[src/rtl/gpio_pkg.sv]
// Shared register map for the GPIO bank: per-port register offsets and select width.
// Pure declarations; no logic, no latency, no flow control.
// Optional debounce is controlled by the GPIO_DEBOUNCE_EN macro in the RTL files.
package gpio_pkg;

    localparam int unsigned REG_SEL_W = 3;

    typedef logic [REG_SEL_W-1:0] reg_sel_t;

    localparam reg_sel_t REG_IN       = 3'd0;
    localparam reg_sel_t REG_OUT      = 3'd1;
    localparam reg_sel_t REG_DIR      = 3'd2;
    localparam reg_sel_t REG_SET      = 3'd3;
    localparam reg_sel_t REG_CLR      = 3'd4;
    localparam reg_sel_t REG_RISE_EN  = 3'd5;
    localparam reg_sel_t REG_FALL_EN  = 3'd6;
    localparam reg_sel_t REG_IRQ_STAT = 3'd7;

endpackage

[src/rtl/gpio_port.sv]
// One GPIO port: OUT/DIR/edge-enable registers, 2-flop input sync, edge capture into W1C status.
// Latency: pin->IN 2 cycles (plus up to 2 ticks with GPIO_DEBOUNCE_EN); IN->status 1 cycle.
// No backpressure: writes commit on the strobe cycle, read data is combinational from rd_sel.
module gpio_port
    import gpio_pkg::*;
#(
    parameter int DW = 16
) (
    input  logic          clk,
    input  logic          rst_n,
    input  logic [DW-1:0] din,
    input  reg_sel_t      rd_sel,
    input  logic          wr_out,
    input  logic          wr_dir,
    input  logic          wr_set,
    input  logic          wr_clr,
    input  logic          wr_rise,
    input  logic          wr_fall,
    input  logic          wr_stat,
`ifdef GPIO_DEBOUNCE_EN
    input  logic          tick,
`endif
    input  logic [DW-1:0] pin,
    output logic [DW-1:0] out,
    output logic [DW-1:0] oe,
    output logic [DW-1:0] rdat,
    output logic          stat_any
);

    logic [DW-1:0] sync1, sync2, in_q, prev;
    logic [DW-1:0] rise_en, fall_en, stat;
    logic [DW-1:0] edge_hit, w1c;

    always_ff @(posedge clk or negedge rst_n) begin
        if (!rst_n) begin
            sync1 <= '0;
            sync2 <= '0;
        end else begin
            sync1 <= pin;
            sync2 <= sync1;
        end
    end

`ifdef GPIO_DEBOUNCE_EN
    logic [DW-1:0] samp, deb;

    // IN only moves to a level seen on two consecutive ticks.
    always_ff @(posedge clk or negedge rst_n) begin
        if (!rst_n) begin
            samp <= '0;
            deb  <= '0;
        end else if (tick) begin
            samp <= sync2;
            deb  <= (~(samp ^ sync2) & sync2) | ((samp ^ sync2) & deb);
        end
    end

    assign in_q = deb;
`else
    assign in_q = sync2;
`endif

    assign edge_hit = (in_q & ~prev & rise_en) | (~in_q & prev & fall_en);
    assign w1c      = wr_stat ? din : '0;

    always_ff @(posedge clk or negedge rst_n) begin
        if (!rst_n) begin
            out     <= '0;
            oe      <= '0;
            rise_en <= '0;
            fall_en <= '0;
            stat    <= '0;
            prev    <= '0;
        end else begin
            prev <= in_q;
            if (wr_out)      out <= din;
            else if (wr_set) out <= out | din;
            else if (wr_clr) out <= out & ~din;
            if (wr_dir)  oe      <= din;
            if (wr_rise) rise_en <= din;
            if (wr_fall) fall_en <= din;
            // A new edge overrides a same-cycle W1C on that bit.
            stat <= (stat & ~w1c) | edge_hit;
        end
    end

    assign stat_any = |stat;

    always_comb begin
        rdat = '0;
        case (rd_sel)
            REG_IN:       rdat = in_q;
            REG_OUT:      rdat = out;
            REG_DIR:      rdat = oe;
            REG_RISE_EN:  rdat = rise_en;
            REG_FALL_EN:  rdat = fall_en;
            REG_IRQ_STAT: rdat = stat;
            default:      rdat = '0;
        endcase
    end

endmodule

[src/rtl/gpio_bank.sv]
// Multi-port memory-mapped GPIO bank with aggregated edge interrupt; GPIO_DEBOUNCE_EN adds a shared tick prescaler.
// Latency: reads 1 cycle (dout registered), irq registered 1 cycle after status changes.
// No backpressure: bus accepts one access per cycle, dout holds during write cycles.
module gpio_bank
    import gpio_pkg::*;
#(
    parameter int DW     = 16,
    parameter int AW     = 12,
    parameter int NPORT  = 2,
    parameter int DB_DIV = 256
) (
    input  logic                clk,
    input  logic                rst_n,
    input  logic [DW-1:0]       din,
    input  logic [AW-1:0]       addr,
    input  logic                we,
    output logic [DW-1:0]       dout,
    input  logic [NPORT*DW-1:0] gpio_in,
    output logic [NPORT*DW-1:0] gpio_out,
    output logic [NPORT*DW-1:0] gpio_oe,
    output logic                irq
);

    localparam int PW = AW - REG_SEL_W;

    logic [PW-1:0]    port_idx;
    reg_sel_t         rsel;
    logic [DW-1:0]    rdat [NPORT];
    logic [NPORT-1:0] stat_any;
    logic [DW-1:0]    rd_mux;

    assign port_idx = addr[AW-1:REG_SEL_W];
    assign rsel     = addr[REG_SEL_W-1:0];

`ifdef GPIO_DEBOUNCE_EN
    localparam int CW = (DB_DIV > 2) ? $clog2(DB_DIV) : 1;
    logic [CW-1:0] db_cnt;
    logic          tick;

    assign tick = (db_cnt == CW'(DB_DIV - 1));

    always_ff @(posedge clk or negedge rst_n) begin
        if (!rst_n)    db_cnt <= '0;
        else if (tick) db_cnt <= '0;
        else           db_cnt <= db_cnt + 1'b1;
    end
`endif

    for (genvar p = 0; p < NPORT; p++) begin : g_port
        logic hit;
        assign hit = we && (port_idx == PW'(p));

        gpio_port #(.DW(DW)) u_port (
            .clk      (clk),
            .rst_n    (rst_n),
            .din      (din),
            .rd_sel   (rsel),
            .wr_out   (hit && (rsel == REG_OUT)),
            .wr_dir   (hit && (rsel == REG_DIR)),
            .wr_set   (hit && (rsel == REG_SET)),
            .wr_clr   (hit && (rsel == REG_CLR)),
            .wr_rise  (hit && (rsel == REG_RISE_EN)),
            .wr_fall  (hit && (rsel == REG_FALL_EN)),
            .wr_stat  (hit && (rsel == REG_IRQ_STAT)),
`ifdef GPIO_DEBOUNCE_EN
            .tick     (tick),
`endif
            .pin      (gpio_in[p*DW +: DW]),
            .out      (gpio_out[p*DW +: DW]),
            .oe       (gpio_oe[p*DW +: DW]),
            .rdat     (rdat[p]),
            .stat_any (stat_any[p])
        );
    end

    // Out-of-range port indices match no instance and read back as zero.
    always_comb begin
        rd_mux = '0;
        for (int i = 0; i < NPORT; i++) begin
            if (port_idx == PW'(i)) rd_mux = rdat[i];
        end
    end

    always_ff @(posedge clk or negedge rst_n) begin
        if (!rst_n) begin
            dout <= '0;
            irq  <= 1'b0;
        end else begin
            if (!we) dout <= rd_mux;
            irq <= |stat_any;
        end
    end

endmodule

[config.mk]
export PLATFORM = sky130hd
export DESIGN_NAME = gpio_bank
export DESIGN_NICKNAME = d
export VERILOG_FILES = /design/src/rtl/gpio_pkg.sv /design/src/rtl/gpio_port.sv /design/src/rtl/gpio_bank.sv
export SDC_FILE = /design/constraint.sdc
export NUM_CORES = 1
export LEC_CHECK = 0
export CORE_UTILIZATION = 52
export CTS_BUF_LIST = sky130_fd_sc_hd__clkbuf_8
export CTS_CLUSTER_DIAMETER = 100
export DETAILED_ROUTE_END_ITERATION = 10
export PLACE_DENSITY = 0.78
export SYNTH_ARGS = -nofsm -noshare
export SYNTH_HDL_FRONTEND = slang
export SYNTH_HIERARCHICAL = 1
export SYNTH_SLANG_ARGS = --single-unit
export TNS_END_PERCENT = 30
[constraint.sdc]
create_clock -name clk -period 1.2 [get_ports clk]
set_input_delay 0.36 -clock clk [delete_from_list [all_inputs] [get_ports clk]]
set_output_delay 0.36 -clock clk [all_outputs]
set_load 0.005 [all_outputs]
==> results of run 1 <==
critical path, delay by kind of cell:
kind	cells	cell delay [ns]
buffers and inverters	4	0.66
AND/OR/NAND/NOR	3	0.96
AO/OA/AOI/OAI	2	0.32
logic make-up (layout without fill, tap and decap cells):
group | after synthesis | in the layout | share of synthesized area (%)
AOI/OAI and AO/OA | 202 | 202 | 14.4
and+or+nand+nor | 187 | 188 | 7.98
muxes | 178 | 178 | 16.5
buffers and inverters | 108 | 530 | 4.83
DFF | 273 | 273 | 56.3
metrics by stage:
step / power (mW) / hold WS, ns
after floorplan: 10.3 / 0.0644
after global placement: 11.4 / 0.244
after detailed placement: 11.4 / 0.250
after CTS: 19.4 / 0.212
after global routing: 20.2 / 0.207
final: 19.5 / 0.223
metal layers:
metal	wire [um]	GRT usage [%]	part of all wire (%)
met5	0	0	0
met3	3720	6.67	8.9
met2	19700	53.1	47
met4	2610	20.7	6.2
met1	16000	43.9	38
final timing paths:
path	from	endpoint	slack [ns]
min in group asynchronous	rst_n	g_port[0].u_port/rise_en[3]$_DFFE_PN0P_	0.26
setup / recovery	addr[7]	g_port[1].u_port/stat[12]$_DFF_PN0_	-0.67
setup reg to reg	register	dout[10]$_DFFE_PN0N_	-0.40
hold / removal	gpio_in[8]	g_port[0].u_port/sync1[8]$_DFF_PN0_	0.22
max in group asynchronous	rst_n	g_port[1].u_port/sync1[10]$_DFF_PN0_	0.35
hold reg to reg	g_port[1].u_port/sync1[9]$_DFF_PN0_	g_port[1].u_port/in_q[9]$_DFF_PN0_	0.34
timing repair:
| action | CTS | global route |
|---|---|---|
| gates resized for setup | 382 | 180 |
| setup buffers | 59 | 7 |
| hold buffers | 1 | 0 |
| setup endpoints to repair | 258 | 258 |
| gates cloned | 6 | 0 |
| pin swaps | 40 | 66 |
| endpoints found under the hold margin | 157 | 0 |
cells in the final DEF, fill, tap and decap left out, types with 6 or more instances in the layout:
| cell type | count |
|---|---|
| a21oi_1 | 20 |
| a21oi_2 | 8 |
| a221oi_2 | 18 |
| a32o_1 | 26 |
| a32oi_1 | 38 |
| buf_12 | 36 |
| buf_2 | 17 |
| buf_4 | 201 |
| buf_6 | 37 |
| buf_8 | 8 |
| clkbuf_2 | 64 |
| clkbuf_8 | 54 |
| clkdlybuf4s50_1 | 48 |
| dfrtp_1 | 272 |
| inv_1 | 51 |
| mux2_2 | 25 |
| mux2_4 | 95 |
| mux2i_1 | 55 |
| nand2_1 | 77 |
| nand2_2 | 22 |
| nand2_4 | 15 |
| nor4_1 | 7 |
| nor4_4 | 13 |
| o21ai_0 | 7 |
| o21ai_1 | 36 |
| o32a_1 | 6 |
| o41ai_2 | 16 |
| or2_2 | 18 |
layout make-up:
class	instances	area, sq um
clock buffer	54	743
clock inverter	21	115
fill	1254	5260
inverter	37	139
multi-input combinational	568	5530
sequential	273	6830
tap	313	392
timing repair buffer	418	3770
power by group:
group / internal (mW) / switching [mW]
logic: 0.895 / 1.11
registers: 9.40 / 0.124
clock network: 4.26 / 3.75
total: 14.6 / 4.98
==> impl_metrics.yaml, run 1 <==
detailed_routing:
  drt-total-wl_um: 41900
  via_count: 10500
  viasPerCell: 6.22
  dr.pass1.iters: 6
  drt.antenna.violating_nets: 0
  wl_per_cell_um: 24.9
  drtIter0Drc: 1131
  drc_errors: 0
synthesis:
  synth_top_area_share_pct: 56.3
  synthesis.nets: 1011
  synth_cells: 948
  synth_area_leaders: "dfrtp_1, mux2_2, mux2i_1"
  synth.most_common_cell: "dfrtp_1"
  syn_avg_cell_area_sq_um: 12.8
  syn_area_sq_um: 12100
  synth-edff-count: 0
  yosysUniqueCellTypes: 44
  yosysTopAreaCell: "dfrtp_1"
  yosys_warnings: 6
  yosys_register_bits: 273
  async_flop_share_pct: 100
  ys_seq_area_share_pct: 56.3
  synth_top_flop_cell: "dfrtp_1"
  synth_common_cells: "dfrtp_1, nand2_1, mux2_2"
cts:
  clkTransAtPathRegs_ns: 0.06
  clkLatencyLatePin_ns: 0.58
  cts_root_buffer: "clkbuf_8"
  cts.path.max_buffers: 3
  cts_htree_levels: 2
  tritoncts: "yes"
  cts_buffers: 45
  cts.sinks: 273
floorplanning:
  rows: 55
  dieArea_sq_um: 23900
  coreArea_sq_um: 22800
  die_h_um: 155
  ioPinCount: 144
  die_w_um: 155
  start_util_pct: 53.2
run:
  max-cap-violations: 0
cells_and_area:
  n_antenna_cell: 0
  design_area_sq_um: 17500
  area_growth_pct: 44.5
  drive_above_1_share_pct: 50.3
  final_util_pct: 76.9
  layout.cells.non_filler: 1684
  layout.nets: 1406
critical_path:
  worst_ep_required_time_ns: 1.63
  path_class: "input pin to register"
  cp_slowest_cell: "or4_4"
  cp_cell_sequence: "buf_8, or4_4, buf_12, nor4_4, buf_4, clkbuf_16, nand2_2, a32oi_1, o21ai_1"
  cp-end-kind: "register"
  critPathMaxStageDelay_ns: 0.59
  cp.arrival_ns: 2.31
  worst-path-max-fanout: 8
  cp-start-kind: "input pin"
  worstRegToRegCells: 5
grt:
  grt_pass1_wl_um: 61700
  grt_use_total_pct: 33.9
  grt_overflow: 0
  antenna_found_initial: 0
  grt_max_degree: 50
  grt_pass1_vias: 11100
sta:
  setup_viol: 258
  finClkSkew_ns: 0.0280
  worst_slew_pin_slew_ns: 0.449
  hold_viol: 0
  fmax_ghz: 0.534
  finalSetupTns_ns: -101.40
  rsz0062_at_grt: "true"
  fin_ws_ns: -0.674
  period_minus_slack_ns: 1.87
  slew_violations: 0
  period_share_pct: 156
  max_slew_margin_pct: 70.1
placed_design:
  place_inst: 1538
  dpl_cell_area_sq_um: 15500
  hpwl_um: 23200
  post-place-ws_ns: -1.37
  portBuffers: 143
  globalplace.congestion: 0.872
hold_path:
  worstHoldPathCells: 1
  hp-class: "input pin to register"
status:
  status: "finished, violations left"
  violations: "negative setup slack"
pwr:
  ir_drop_mv: 0.718
  p_leak_nw: 8.39
  powerDensity_nw_per_um2: 1120
No activity file was read; power rests on OpenSTA's default activity.
==> run 2: changes to the inputs <==
--- a/config.mk
+++ b/config.mk
@@ -5,6 +5,7 @@
 export SDC_FILE = /design/constraint.sdc
 export NUM_CORES = 1
 export LEC_CHECK = 0
+export CAP_MARGIN = 20
 export CORE_UTILIZATION = 52
 export CTS_BUF_LIST = sky130_fd_sc_hd__clkbuf_8
 export CTS_CLUSTER_DIAMETER = 100
==> results of run 2 <==
The final DEF is identical to that of run 1; final timing and power are the same.
==> run 3: changes to the inputs <==
--- a/config.mk
+++ b/config.mk
@@ -10,6 +10,7 @@
 export CTS_BUF_LIST = sky130_fd_sc_hd__clkbuf_8
 export CTS_CLUSTER_DIAMETER = 100
 export DETAILED_ROUTE_END_ITERATION = 10
+export HOLD_SLACK_MARGIN = 0.03
 export PLACE_DENSITY = 0.78
 export SYNTH_ARGS = -nofsm -noshare
 export SYNTH_HDL_FRONTEND = slang
==> results of run 3 <==
The final DEF is identical to that of run 1; final timing and power are the same.
==> edit (settings of run 2) <==
`AW`: 12 -> 10.
--- a/src/rtl/gpio_bank.sv
+++ b/src/rtl/gpio_bank.sv
@@ -5,7 +5,7 @@
     import gpio_pkg::*;
 #(
     parameter int DW     = 16,
-    parameter int AW     = 12,
+    parameter int AW     = 10,
     parameter int NPORT  = 2,
     parameter int DB_DIV = 256
 ) (
Interface: changed (resized addr); port bits go from 144 to 142. The function was not compared with the original's and may differ.
==> edit against run 2 <==
The run still ends with setup timing left; power increased by 11%; count of clock-buffer cells in the layout grew 9; sequential cell count did not move; die area is essentially flat; synthesized cell count up 0.11%; wire length is 14% higher; critical path depth decreased by 3; fmax shrank 11%; register-to-register slack got worse by 0.50 ns; synthesized area is essentially flat; setup slack got worse by 0.23 ns; final area up 3.1%; critical endpoint is now dout[14].
==> edit: results (changes against run 2) <==
[layout]
nClkBuffers=63  ; +17%
diodes=3  ; +3
stdcell_area_mm2=0.0181  ; +3.1%
nFillCells=1148  ; -8.5%

[timing]
slew_headroom_pct=50.5  ; -20 points
setup_viol=258  ; unchanged
setup_ws_ns=-0.902  ; -0.228 ns

[run_status]
violations=setup timing
status=finished with violations

[logic_synthesis]
synthTopCellsByArea=dfrtp_1 (56%), mux2_2 (9.5%), mux2i_1 (4.8%)
synth_compound_area_share_pct=14.4  ; about the same
syn_nets=1010  ; -0.099%

[placed_design]
hpwl_um=24000  ; +3.2%
globalplace.congestion=0.901  ; +3.4%

[grt]
grt.met1_usage_pct=44.3  ; +0.40 points
grt_pass1_vias=11600  ; +4.1%

[clock_network]
cts_resized=358  ; -6.3%

[power]
p_switching_w=0.00558  ; +12%
clkPwrFrac_pct=44.2  ; +3.2 points
pg_seq_w=0.00966  ; +1%

[routing]
routed-wl-met2_um=21900  ; +11%
wl_met1_um=16700  ; +4.7%
wl_met3_um=5400  ; +45%

[setup_path]
r2r_cells=6  ; +1
r2r_setup_slack_ns=-0.90  ; -0.50 ns
r2r_end=dout[14]

edit: cell count changes after synthesis, moves of 3 or more:
cell,run 2,this run
nor4_2,3,9
buf_2,32,29
or4bb_1,5,2
nand2b_1,4,7
nor4_1,19,13
clkbuf_1,12,17
edit: worst max path at each step:
| stage | depth (start not counted) | to | startpoint | slack [ns] |
|---|---|---|---|---|
| 6_report | 6 | dout[14] | flip-flop | -0.90 |
| 5_1_grt | 6 | dout[14] | flip-flop | -0.95 |
| 4_1_cts | 6 | g_port[1].u_port/fall_en[5] | addr[6] | -0.46 |
| 3_5_place_dp | 7 | g_port[1].u_port/stat[5] | addr[9] | -1.41 |
| 3_3_place_gp | 5 | g_port[0].u_port/oe[10] | addr[9] | -1.38 |
| 2_1_floorplan | 6 | g_port[0].u_port/fall_en[10] | addr[9] | -0.83 |
edit: critical path, stage by stage, from the launching register on:
cell and delay [ns]:
dfrtp_1 0.42, buf_4 0.15, mux2i_1 0.10, o32a_1 0.31
o21ai_0 0.12, mux2i_1 0.30, o41ai_2 0.54
